--- src/rtl/timer_counter_pkg.sv ---
// Shared constants for the memory-mapped countdown timer: register offsets,
// CTRL bit layout, mode encodings and FSM state encodings.
package timer_counter_pkg;

  localparam logic [1:0] ADDR_CTRL   = 2'd0;
  localparam logic [1:0] ADDR_PRESET = 2'd1;
  localparam logic [1:0] ADDR_COUNT  = 2'd2;

  localparam int EN_BIT   = 0;
  localparam int MODE_LSB = 1;
  localparam int MODE_MSB = 2;
  localparam int IM_BIT   = 3;
  localparam int CTRL_W   = 4;

  localparam logic [1:0] MODE_ONESHOT = 2'b00;
  localparam logic [1:0] MODE_RELOAD  = 2'b01;

  typedef enum logic [1:0] {
    IDLE = 2'd0,
    LOAD = 2'd1,
    CNT  = 2'd2,
    INT  = 2'd3
  } state_e;

  // Only 01 auto-reloads; 10 and 11 fall back to one-shot behaviour.
  function automatic logic mode_is_reload(input logic [1:0] mode);
    return mode == MODE_RELOAD;
  endfunction

endpackage

--- src/rtl/timer_counter.sv ---
// Countdown timer with CTRL/PRESET/COUNT registers; one-shot mode raises a
// sticky interrupt, auto-reload mode emits a one-cycle pulse every P+3 cycles.
module timer_counter
  import timer_counter_pkg::*;
#(
  parameter int                    DATA_WIDTH  = 32,
  parameter logic [DATA_WIDTH-1:0] PRESET_INIT = '0
) (
  input  logic                  clk,
  input  logic                  reset,
  input  logic [1:0]            addr,
  input  logic                  we,
  input  logic [DATA_WIDTH-1:0] din,
  output logic [DATA_WIDTH-1:0] dout,
  output logic                  irq
);

  localparam logic [DATA_WIDTH-1:0] ONE = {{(DATA_WIDTH-1){1'b0}}, 1'b1};

  logic [CTRL_W-1:0]     ctrl_q, ctrl_d;
  logic [DATA_WIDTH-1:0] preset_q, preset_d;
  logic [DATA_WIDTH-1:0] count_q, count_d;
  logic                  irq_flag_q, irq_flag_d;
  state_e                state_q, state_d;

  logic en;
  logic reload;
  logic wr_ctrl;
  logic wr_preset;

  assign en        = ctrl_q[EN_BIT];
  assign reload    = mode_is_reload(ctrl_q[MODE_MSB:MODE_LSB]);
  assign wr_ctrl   = we && (addr == ADDR_CTRL);
  assign wr_preset = we && (addr == ADDR_PRESET);

  always_comb begin
    ctrl_d     = ctrl_q;
    preset_d   = preset_q;
    count_d    = count_q;
    state_d    = state_q;
    // Bus clear is applied first so that an FSM set on the same edge wins.
    irq_flag_d = (wr_ctrl || wr_preset) ? 1'b0 : irq_flag_q;

    case (state_q)
      IDLE: begin
        if (en) state_d = LOAD;
      end
      LOAD: begin
        count_d = preset_q;
        state_d = CNT;
      end
      CNT: begin
        if (!en) begin
          state_d = IDLE;
        end else if (count_q != '0) begin
          count_d = count_q - ONE;
        end else begin
          irq_flag_d = 1'b1;
          state_d    = INT;
        end
      end
      INT: begin
        if (reload) begin
          irq_flag_d = 1'b0;
          state_d    = LOAD;
        end else begin
          ctrl_d[EN_BIT] = 1'b0;
          state_d        = IDLE;
        end
      end
      default: state_d = IDLE;
    endcase

    // Bus register writes land after the FSM so software always wins on CTRL.
    if (wr_ctrl)   ctrl_d   = din[CTRL_W-1:0];
    if (wr_preset) preset_d = din;
  end

  always_ff @(posedge clk or posedge reset) begin
    if (reset) begin
      ctrl_q     <= '0;
      preset_q   <= PRESET_INIT;
      count_q    <= '0;
      irq_flag_q <= 1'b0;
      state_q    <= IDLE;
    end else begin
      ctrl_q     <= ctrl_d;
      preset_q   <= preset_d;
      count_q    <= count_d;
      irq_flag_q <= irq_flag_d;
      state_q    <= state_d;
    end
  end

  always_comb begin
    dout = '0;
    case (addr)
      ADDR_CTRL:   dout = {{(DATA_WIDTH-CTRL_W){1'b0}}, ctrl_q};
      ADDR_PRESET: dout = preset_q;
      ADDR_COUNT:  dout = count_q;
      default:     dout = '0;
    endcase
  end

  assign irq = irq_flag_q & ctrl_q[IM_BIT];

endmodule
--- config.mk ---
export PLATFORM = sky130hd
export DESIGN_NAME = timer_counter
export DESIGN_NICKNAME = d
export VERILOG_FILES = /design/src/rtl/timer_counter_pkg.sv /design/src/rtl/timer_counter.sv
export SDC_FILE = /design/constraint.sdc
export NUM_CORES = 1
export LEC_CHECK = 0
export CAP_MARGIN = 20
export CORE_UTILIZATION = 45
export DETAILED_ROUTE_END_ITERATION = 7
export GPL_TIMING_DRIVEN = 0
export PLACE_DENSITY = 0.73
export SYNTH_ARGS = -nofsm -noshare
export SYNTH_HDL_FRONTEND = slang
export SYNTH_SLANG_ARGS = --single-unit
--- constraint.sdc ---
create_clock -name clk -period 2.9 [get_ports clk]
set_input_delay 0.29 -clock clk [delete_from_list [all_inputs] [get_ports clk]]
set_output_delay 0.29 -clock clk [all_outputs]
set_load 0.1 [all_outputs]
; Word level (Yosys, flattened, before mapping)
; Cells that the tools add are included.
; Widths: inputs -> output; s select.
[totals]
regBits = 71
inputBits = 37
out_inout_bits = 33
elab_cells = 47
[op_classes]
n_addsub = 1
eq_ne = 11
n_mux = 17
n_bitwise = 1
reduce_logical = 11
[op_table]
columns = operator, n
row1 = $pmux 32 s3, 1
row2 = $mux 32, 2
row3 = $pmux 32 s2, 1
row4 = $reduce_bool 32->1, 1
row5 = $sub 32x1->32 const B, 1
row6 = $mux 1, 8
row7 = $pmux 2 s4, 1
row8 = $eq 2x1->1 const B, 3
row9 = $eq 2x2->1 const B, 3
row10 = $mux 2, 3
row11 = $ne 2x2->1 const B, 3
row12 = $logic_not 2->1, 2
row13 = $reduce_and 2->1, 2
row14 = $reduce_bool 2->1, 2
row15 = $ne 3x3->1 const B, 1
row16 = $reduce_and 3->1, 1
row17 = $logic_and 1x1->1, 2
row18 = $ne 2x1->1 const B, 1
row19 = $pmux 1 s2, 1
row20 = $and 1x1->1, 1
row21 = $logic_or 1x1->1, 1

; Depth between registers and ports, before layout
; Gate-level depths: netlist of the first run.
[depth]
depth_word = 7
depth_mapped = 8
ltp_nobuf = 7

; Worst setup path before layout of the first run
; OpenSTA, ideal clock, no wires.
[synth_path]
kind = input-to-output
start = input addr[0]
end = output dout[0]
arrival_time_ns = 2.774
required_ns = 2.610
setup_slack_ns = -0.164
stages = 3
path_buffers = 1
cell_sequence = clkbuf_1 -> mux2i_1 -> o21ai_0
[synth_via]
elab_chain_len = 2
word_cells_on_any_way = 4
cone_classes = eq/ne: 2 / mux: 1 / reduce/logical: 1
[synth_lines]
columns = element, line_no
row1 = from (decl), timer_counter.sv:11  ; input logic [1:0] addr,
row2 = "$eq 2x2->1, or another cell as far along", timer_counter.sv:97  ; case (addr)
row3 = $pmux 32 s3 *, timer_counter.sv:97
row4 = to (decl), timer_counter.sv:14  ; output logic [DATA_WIDTH-1:0] dout,
; Mark *: on every way between the ends. The rest lies on a longest branch, timed or not.

; Worst setup path after layout of the first run
[layout_path]
start = input addr[1]
end = output dout[30]
; The elaborated chain is that of the path after synthesis.

==> flow_summary.json, run 1 <==
{
  "status": "finished clean",
  "ant_nets": 0,
  "placed_area_um2": 4860,
  "io_buffer_count": 68,
  "p_switching_w": 0.00247,
  "grt_usage": 0.271,
  "place.gp.congestion": 0.929,
  "antenna_cells": 0,
  "synthMuxAreaShare": 0.107,
  "start_util": 0.464,
  "worstHoldPathType": "in2async",
  "timing.final.hold_violations": 0,
  "cap_violations": 0,
  "reg2reg_setup_slack_ps": 160,
  "p_per_area_nw_per_um2": 983,
  "ys_seq_area_frac": 0.439,
  "syn_inst": 413,
  "cp.required_ps": 2610,
  "post_drt_wl_per_cell_um": 20.4,
  "crit_path_end": "dout[30]",
  "synth_most_common_cell": "dfrtp_1",
  "grt_overflow_total": 0,
  "grt_pass1_wl_um": 20200,
  "cts.clk_slew.worst_paths_ps": 80,
  "synth.area.top_cells": "dfrtp_1 44%, mux2_2 9.7%, a22o_1 6.9%",
  "crit_fanout": 10,
  "synthesis.nets": 451,
  "finalCritPeriodShare": 0.973,
  "max_clock_freq_mhz": 354,
  "pin_count": 70,
  "globalRouteMet1Util": 0.357,
  "final_cells": 605,
  "comb_power_share": 0.509,
  "placed_cells": 589,
  "tightest_slew_ps": 960,
  "drt-initial-drc-count": 425,
  "clk_latency_ps": 360,
  "synth_seq_cells": 71,
  "fin_nets": 530,
  "worstReg2RegEnd": "count_q[22]$_DFFE_PP0P_",
  "yosys.area_share.xor_xnor": 0,
  "setup_tns_ps": 0,
  "die_w_um": 96.8,
  "gr-usage-met2": 0.406,
  "syn-cell-area_um2": 4050,
  "power.internal_w": 0.00242,
  "postCtsSetupBuffers": 0,
  "crit_arrival_ps": 2530,
  "core_area_um2": 8720,
  "crit_start": "addr[1]",
  "yosysUniqueCellTypes": 54,
  "synth-simple-area-share": 0.152,
  "critPathCaptureType": "output pin",
  "antenna_found_initial": 0,
  "viasPerCell": 6.42,
  "setup_violations": 0,
  "swShare": 0.505,
  "min_period_ps": 2820,
  "peakVddDrop_uv": 410,
  "p_clk_frac": 0.141,
  "drc": 0,
  "start_kind": "input port",
  "whs_ps": 461,
  "grt_max_degree": 72,
  "die-area_um2": 9370,
  "clock_sinks": 71,
  "yosysTopAreaCell": "dfrtp_1",
  "avgSynthCellArea_um2": 9.79,
  "skew_ps": 11.3,
  "drt-total-wl_um": 12300,
  "postCtsHoldBufs": 0,
  "seqPwrFrac": 0.350,
  "fin_total_pwr_w": 0.00489,
  "grt-busiest-layer": "met2",
  "num_vias": 3885,
  "area_growth_pct": 22.9,
  "reg2reg_depth": 8,
  "yosysWarnings": 0,
  "ys_async_sr_fraction": 1.00,
  "cts_buffers": 9,
  "post-dp-hpwl_um": 8310,
  "core.rowCount": 34,
  "design_area_um2": 4970,
  "ctsHtreeMaxLevel": 3,
  "cts.path.max_buffers": 2,
  "synth-edff-count": 0,
  "ys.flop_type": "dfrtp_1",
  "use_met3": 0.0889,
  "die_height_um": 96.8,
  "cts_tree": "yes",
  "p_leak_nw": 1.97,
  "rsz0062_at_grt": "no",
  "synthAdderAreaFrac": 0.00309,
  "firstDrtPassIters": 5,
  "synth_compound_area_frac": 0.256,
  "drive_gt1_frac": 0.207,
  "synth_top_family_by_area": "compound AO/OA/AOI/OAI gates",
  "yosysTopAreaCellShare": 0.439,
  "cts_root_buffer": "clkbuf_8",
  "r2r-start": "count_q[0]$_DFFE_PP0P_",
  "path_class": "in2out",
  "drv_slew": 0,
  "max-slew-margin-rel": 0.358,
  "synthTopCellsByCount": "71 x dfrtp_1, 35 x mux2_2, 32 x a22o_1, 32 x nand2_1, 25 x clkbuf_1",
  "grt_pass1_vias": 3869
}
==> worst min-delay path by stage <==
| stage | slack [ps] | to | from | cells after the start |
|---|---|---|---|---|
| after floorplan | 410 | ctrl_q[0]$_DFFE_PP0P_ | din[0] | 2 |
| after global placement | 500 | count_q[7]$_DFFE_PP0P_ | count_q[7]$_DFFE_PP0P_ | 1 |
| after detailed placement | 510 | count_q[7]$_DFFE_PP0P_ | count_q[7]$_DFFE_PP0P_ | 1 |
| after CTS | 520 | preset_q[6]$_DFFE_PP0P_ | reset | 2 |
| after global routing | 540 | preset_q[7]$_DFFE_PP0P_ | din[7] | 2 |
| final | 460 | preset_q[6]$_DFFE_PP0P_ | reset | 2 |
==> worst max-delay path, cell delays in order <==
cell and delay (ps):
clkdlybuf4s50_1 530, nor2b_1 210, clkbuf_2 340, clkbuf_2 370, a22o_1 230, clkdlybuf4s18_2 540
==> state kept, by name, summed over array words and instances (netlist names) <==
signal	flops
count_q	32
preset_q	32
ctrl_q	4
state_q	2
irq_flag_q	1
==> per-stage QoR <==
stage          utilization  worst slack, ps
5_1_grt              0.570             1.25
4_1_cts              0.581             44.9
6_report             0.570             78.4
3_5_place_dp         0.558             -920
2_1_floorplan            -              469
3_3_place_gp         0.557             -914
==> cells in the final DEF (no fill, tap or decap), types with 5 or more instances in the layout <==
cell / Yosys / routed
o21ai_0: 21 / 17
clkbuf_1: 25 / 22
nor2_1: 19 / 19
nand2_1: 32 / 32
o31ai_1: 8 / 8
a22o_1: 32 / 32
dfrtp_1: 71 / 71
clkdlybuf4s18_2: 0 / 9
or4_1: 6 / 6
clkbuf_2: 0 / 6
nand2b_1: 5 / 5
a31oi_1: 14 / 14
a21oi_1: 17 / 17
clkbuf_8: 0 / 9
o41ai_1: 5 / 5
o21ai_1: 6 / 10
buf_2: 2 / 17
clkdlybuf4s15_2: 0 / 6
clkdlybuf4s50_1: 0 / 36
o2bb2ai_1: 7 / 7
nor2b_1: 6 / 6
nor3_1: 15 / 14
nand3_1: 10 / 10
mux2_2: 35 / 35
a22oi_1: 7 / 7
==> logic make-up (layout without fill, tap and decap cells) <==
group | after synthesis | in the layout
muxes | 39 | 39
and+or+nand+nor | 118 | 118
AOI/OAI and AO/OA | 145 | 145
buffers and inverters | 39 | 123
adders and majority gates | 1 | 1
DFF | 71 | 71
==> final cells by class <==
cell class / instances / area, um2
Inverter: 5 / 21.3
Tap cell: 108 / 135
Clock buffer: 12 / 135
Fill cell: 796 / 3750
Timing Repair Buffer: 68 / 611
Buffer: 34 / 156
Clock inverter: 4 / 22.5
Multi-Input combinational cell: 303 / 2110
Sequential cell: 71 / 1780
==> power groups by stage <==
stage          logic, W  registers, W  clock network, W
5_1_grt         0.00265       0.00177          0.000739
6_report        0.00249       0.00171          0.000689
4_1_cts         0.00247       0.00169          0.000692
3_5_place_dp    0.00248       0.00171                 0
2_1_floorplan   0.00191       0.00159                 0
3_3_place_gp    0.00246       0.00170                 0
==> layer usage <==
layer	routed length (um)	vias to the layer above	part of all wire
met5	0	-	0
met4	341	0	0.028
met3	1200	38	0.097
met2	5570	227	0.45
met1	5230	1864	0.42
li1	-	1756	-
==> what timing repair did <==
item                       CTS  global route
setup endpoints to repair   32            39
gates cloned                 0             0
gates resized for setup     98            41
(Power assumes the default switching activity.)
==> run 2: changes to the inputs <==
--- a/config.mk
+++ b/config.mk
@@ -8,7 +8,6 @@
 export CAP_MARGIN = 20
 export CORE_UTILIZATION = 45
 export DETAILED_ROUTE_END_ITERATION = 7
-export GPL_TIMING_DRIVEN = 0
 export PLACE_DENSITY = 0.73
 export SYNTH_ARGS = -nofsm -noshare
 export SYNTH_HDL_FRONTEND = slang
==> flow_summary.json, run 2 (synthesis gave the netlist of run 1 again) <==
{
  "use_met3": 0.0549,
  "postCtsHoldBufs": 0,
  "final_cell_mix": "71 x dfrtp_1, 36 x clkdlybuf4s50_1, 35 x mux2_2, 33 x buf_12",
  "firstDrtPassIters": 6,
  "die-area_um2": 9370,
  "cap_violations": 0,
  "ant_nets": 0,
  "grt_pass1_wl_um": 18500,
  "die_w_um": 96.8,
  "area_growth_pct": 34.3,
  "cts_resized": 0,
  "tightest_slew_ps": 864,
  "peakVddDrop_uv": 415,
  "ctsHtreeMaxLevel": 3,
  "gr-usage-met2": 0.379,
  "drt-initial-drc-count": 287,
  "crit_arrival_ps": 2870,
  "finalCritPeriodShare": 0.924,
  "max-slew-margin-rel": 0.422,
  "p_per_area_nw_per_um2": 964,
  "setup_violations": 0,
  "viasPerCell": 6.40,
  "fin_nets": 520,
  "drt-total-wl_um": 11000,
  "globalRouteMet1Util": 0.334,
  "start_kind": "flip-flop",
  "status": "finished clean",
  "critPathCaptureType": "flip-flop",
  "grt-busiest-layer": "met2",
  "drv_slew": 0,
  "cp.required_ps": 3090,
  "pin_count": 70,
  "io_buffer_count": 69,
  "start_util": 0.464,
  "cts_buffers": 9,
  "crit_fanout": 9,
  "die_height_um": 96.8,
  "postCtsSetupBuffers": 0,
  "drc": 0,
  "post_drt_wl_per_cell_um": 18.5,
  "antenna_cells": 0,
  "antenna_found_initial": 0,
  "core.rowCount": 34,
  "grt_overflow_total": 0,
  "path_class": "reg2reg",
  "nFillCells": 706,
  "num_vias": 3809,
  "grt_max_degree": 52,
  "core_area_um2": 8720,
  "cts.clk_slew.worst_paths_ps": 80,
  "worstHoldPathType": "in2async",
  "max_clock_freq_mhz": 373,
  "skew_ps": 4.05,
  "timing.final.hold_violations": 0,
  "cts_root_buffer": "clkbuf_8",
  "setup_tns_ps": 0,
  "grt_pass1_vias": 3656,
  "cts.path.max_buffers": 2,
  "seqCellArea_um2": 1780,
  "p_leak_nw": 2.15,
  "min_period_ps": 2680,
  "reg2reg_depth": 6,
  "multi_input_area_um2": 2110,
  "cts_tree": "yes",
  "top_regs": "count_q x32, preset_q x32, ctrl_q x4",
  "place.gp.congestion": 0.960,
  "rsz0062_at_grt": "no",
  "whs_ps": 364,
  "clk_latency_ps": 350,
  "clock_sinks": 71,
  "grt_usage": 0.242,
  "post-dp-hpwl_um": 7630,
  "drive_gt1_frac": 0.248,
  "final_common_cell": "dfrtp_1"
}
==> run 2: where the power goes <==
| group | internal (W) | switching, W |
|---|---|---|
| logic | 0.00105 | 0.00163 |
| registers | 0.00133 | 0.000420 |
| clock network | 0.000419 | 0.000385 |
| total | 0.00280 | 0.00244 |
==> run 2: metal layers <==
| layer | up-vias | share of wire | routed length, um |
|---|---|---|---|
| li1 | 1734 | - | - |
| met1 | 1863 | 0.44 | 4860 |
| met2 | 194 | 0.47 | 5230 |
| met3 | 18 | 0.067 | 740 |
| met4 | 0 | 0.017 | 192 |
| met5 | - | 0 | 0 |
==> run 2: final timing paths <==
path | from | slack, ps | to
worst max-delay path | count_q[22]$_DFFE_PP0P_ | 220 | count_q[20]$_DFFE_PP0P_
worst min-delay path | reset | 360 | preset_q[4]$_DFFE_PP0P_
worst max register to register | count_q[22]$_DFFE_PP0P_ | 220 | count_q[20]$_DFFE_PP0P_
worst min register to register | count_q[7]$_DFFE_PP0P_ | 530 | count_q[7]$_DFFE_PP0P_
max in group asynchronous | reset | 1890 | preset_q[24]$_DFFE_PP0P_
min in group clk | din[0] | 530 | ctrl_q[0]$_DFFE_PP0P_
==> run 2: area by class of cell <==
| cell class | count | share of cell area |
|---|---|---|
| timing repair buffer | 92 | 0.220 |
| clock inverter | 5 | 0.0106 |
| inverter | 5 | 0.00346 |
| tap | 108 | 0.0249 |
| sequential | 71 | 0.327 |
| multi-input combinational | 303 | 0.388 |
| clock buffer | 11 | 0.0260 |
==> run 2: metrics by stage <==
step / setup slack (ps) / util / power [W] / area, um2 / cells
3_5_place_dp: 263 / 0.600 / 0.00441 / 5230 / 579
3_3_place_gp: 365 / 0.600 / 0.00434 / 5230 / 579
6_report: 221 / 0.623 / 0.00524 / 5430 / 595
2_1_floorplan: 469 / - / 0.00350 / 4050 / 413
5_1_grt: 107 / 0.623 / 0.00554 / 5430 / 595
4_1_cts: 237 / 0.623 / 0.00523 / 5430 / 595
==> run 2: worst max-delay path, cell delays in order (launching register included) <==
cell     delay, ps
dfrtp_1        440
or4_1          610
or4_4          470
or4_4          510
buf_4          210
a31oi_1        210
a21oi_1         70
==> run 3: changes to the inputs <==
--- a/config.mk
+++ b/config.mk
@@ -5,10 +5,11 @@
 export SDC_FILE = /design/constraint.sdc
 export NUM_CORES = 1
 export LEC_CHECK = 0
-export CAP_MARGIN = 20
 export CORE_UTILIZATION = 45
+export CTS_CLUSTER_SIZE = 28
 export DETAILED_ROUTE_END_ITERATION = 7
 export PLACE_DENSITY = 0.73
+export SKIP_CTS_REPAIR_TIMING = 1
 export SYNTH_ARGS = -nofsm -noshare
 export SYNTH_HDL_FRONTEND = slang
 export SYNTH_SLANG_ARGS = --single-unit
==> results of run 3 <==
Final layout, timing and power as in run 2 (identical DEF).
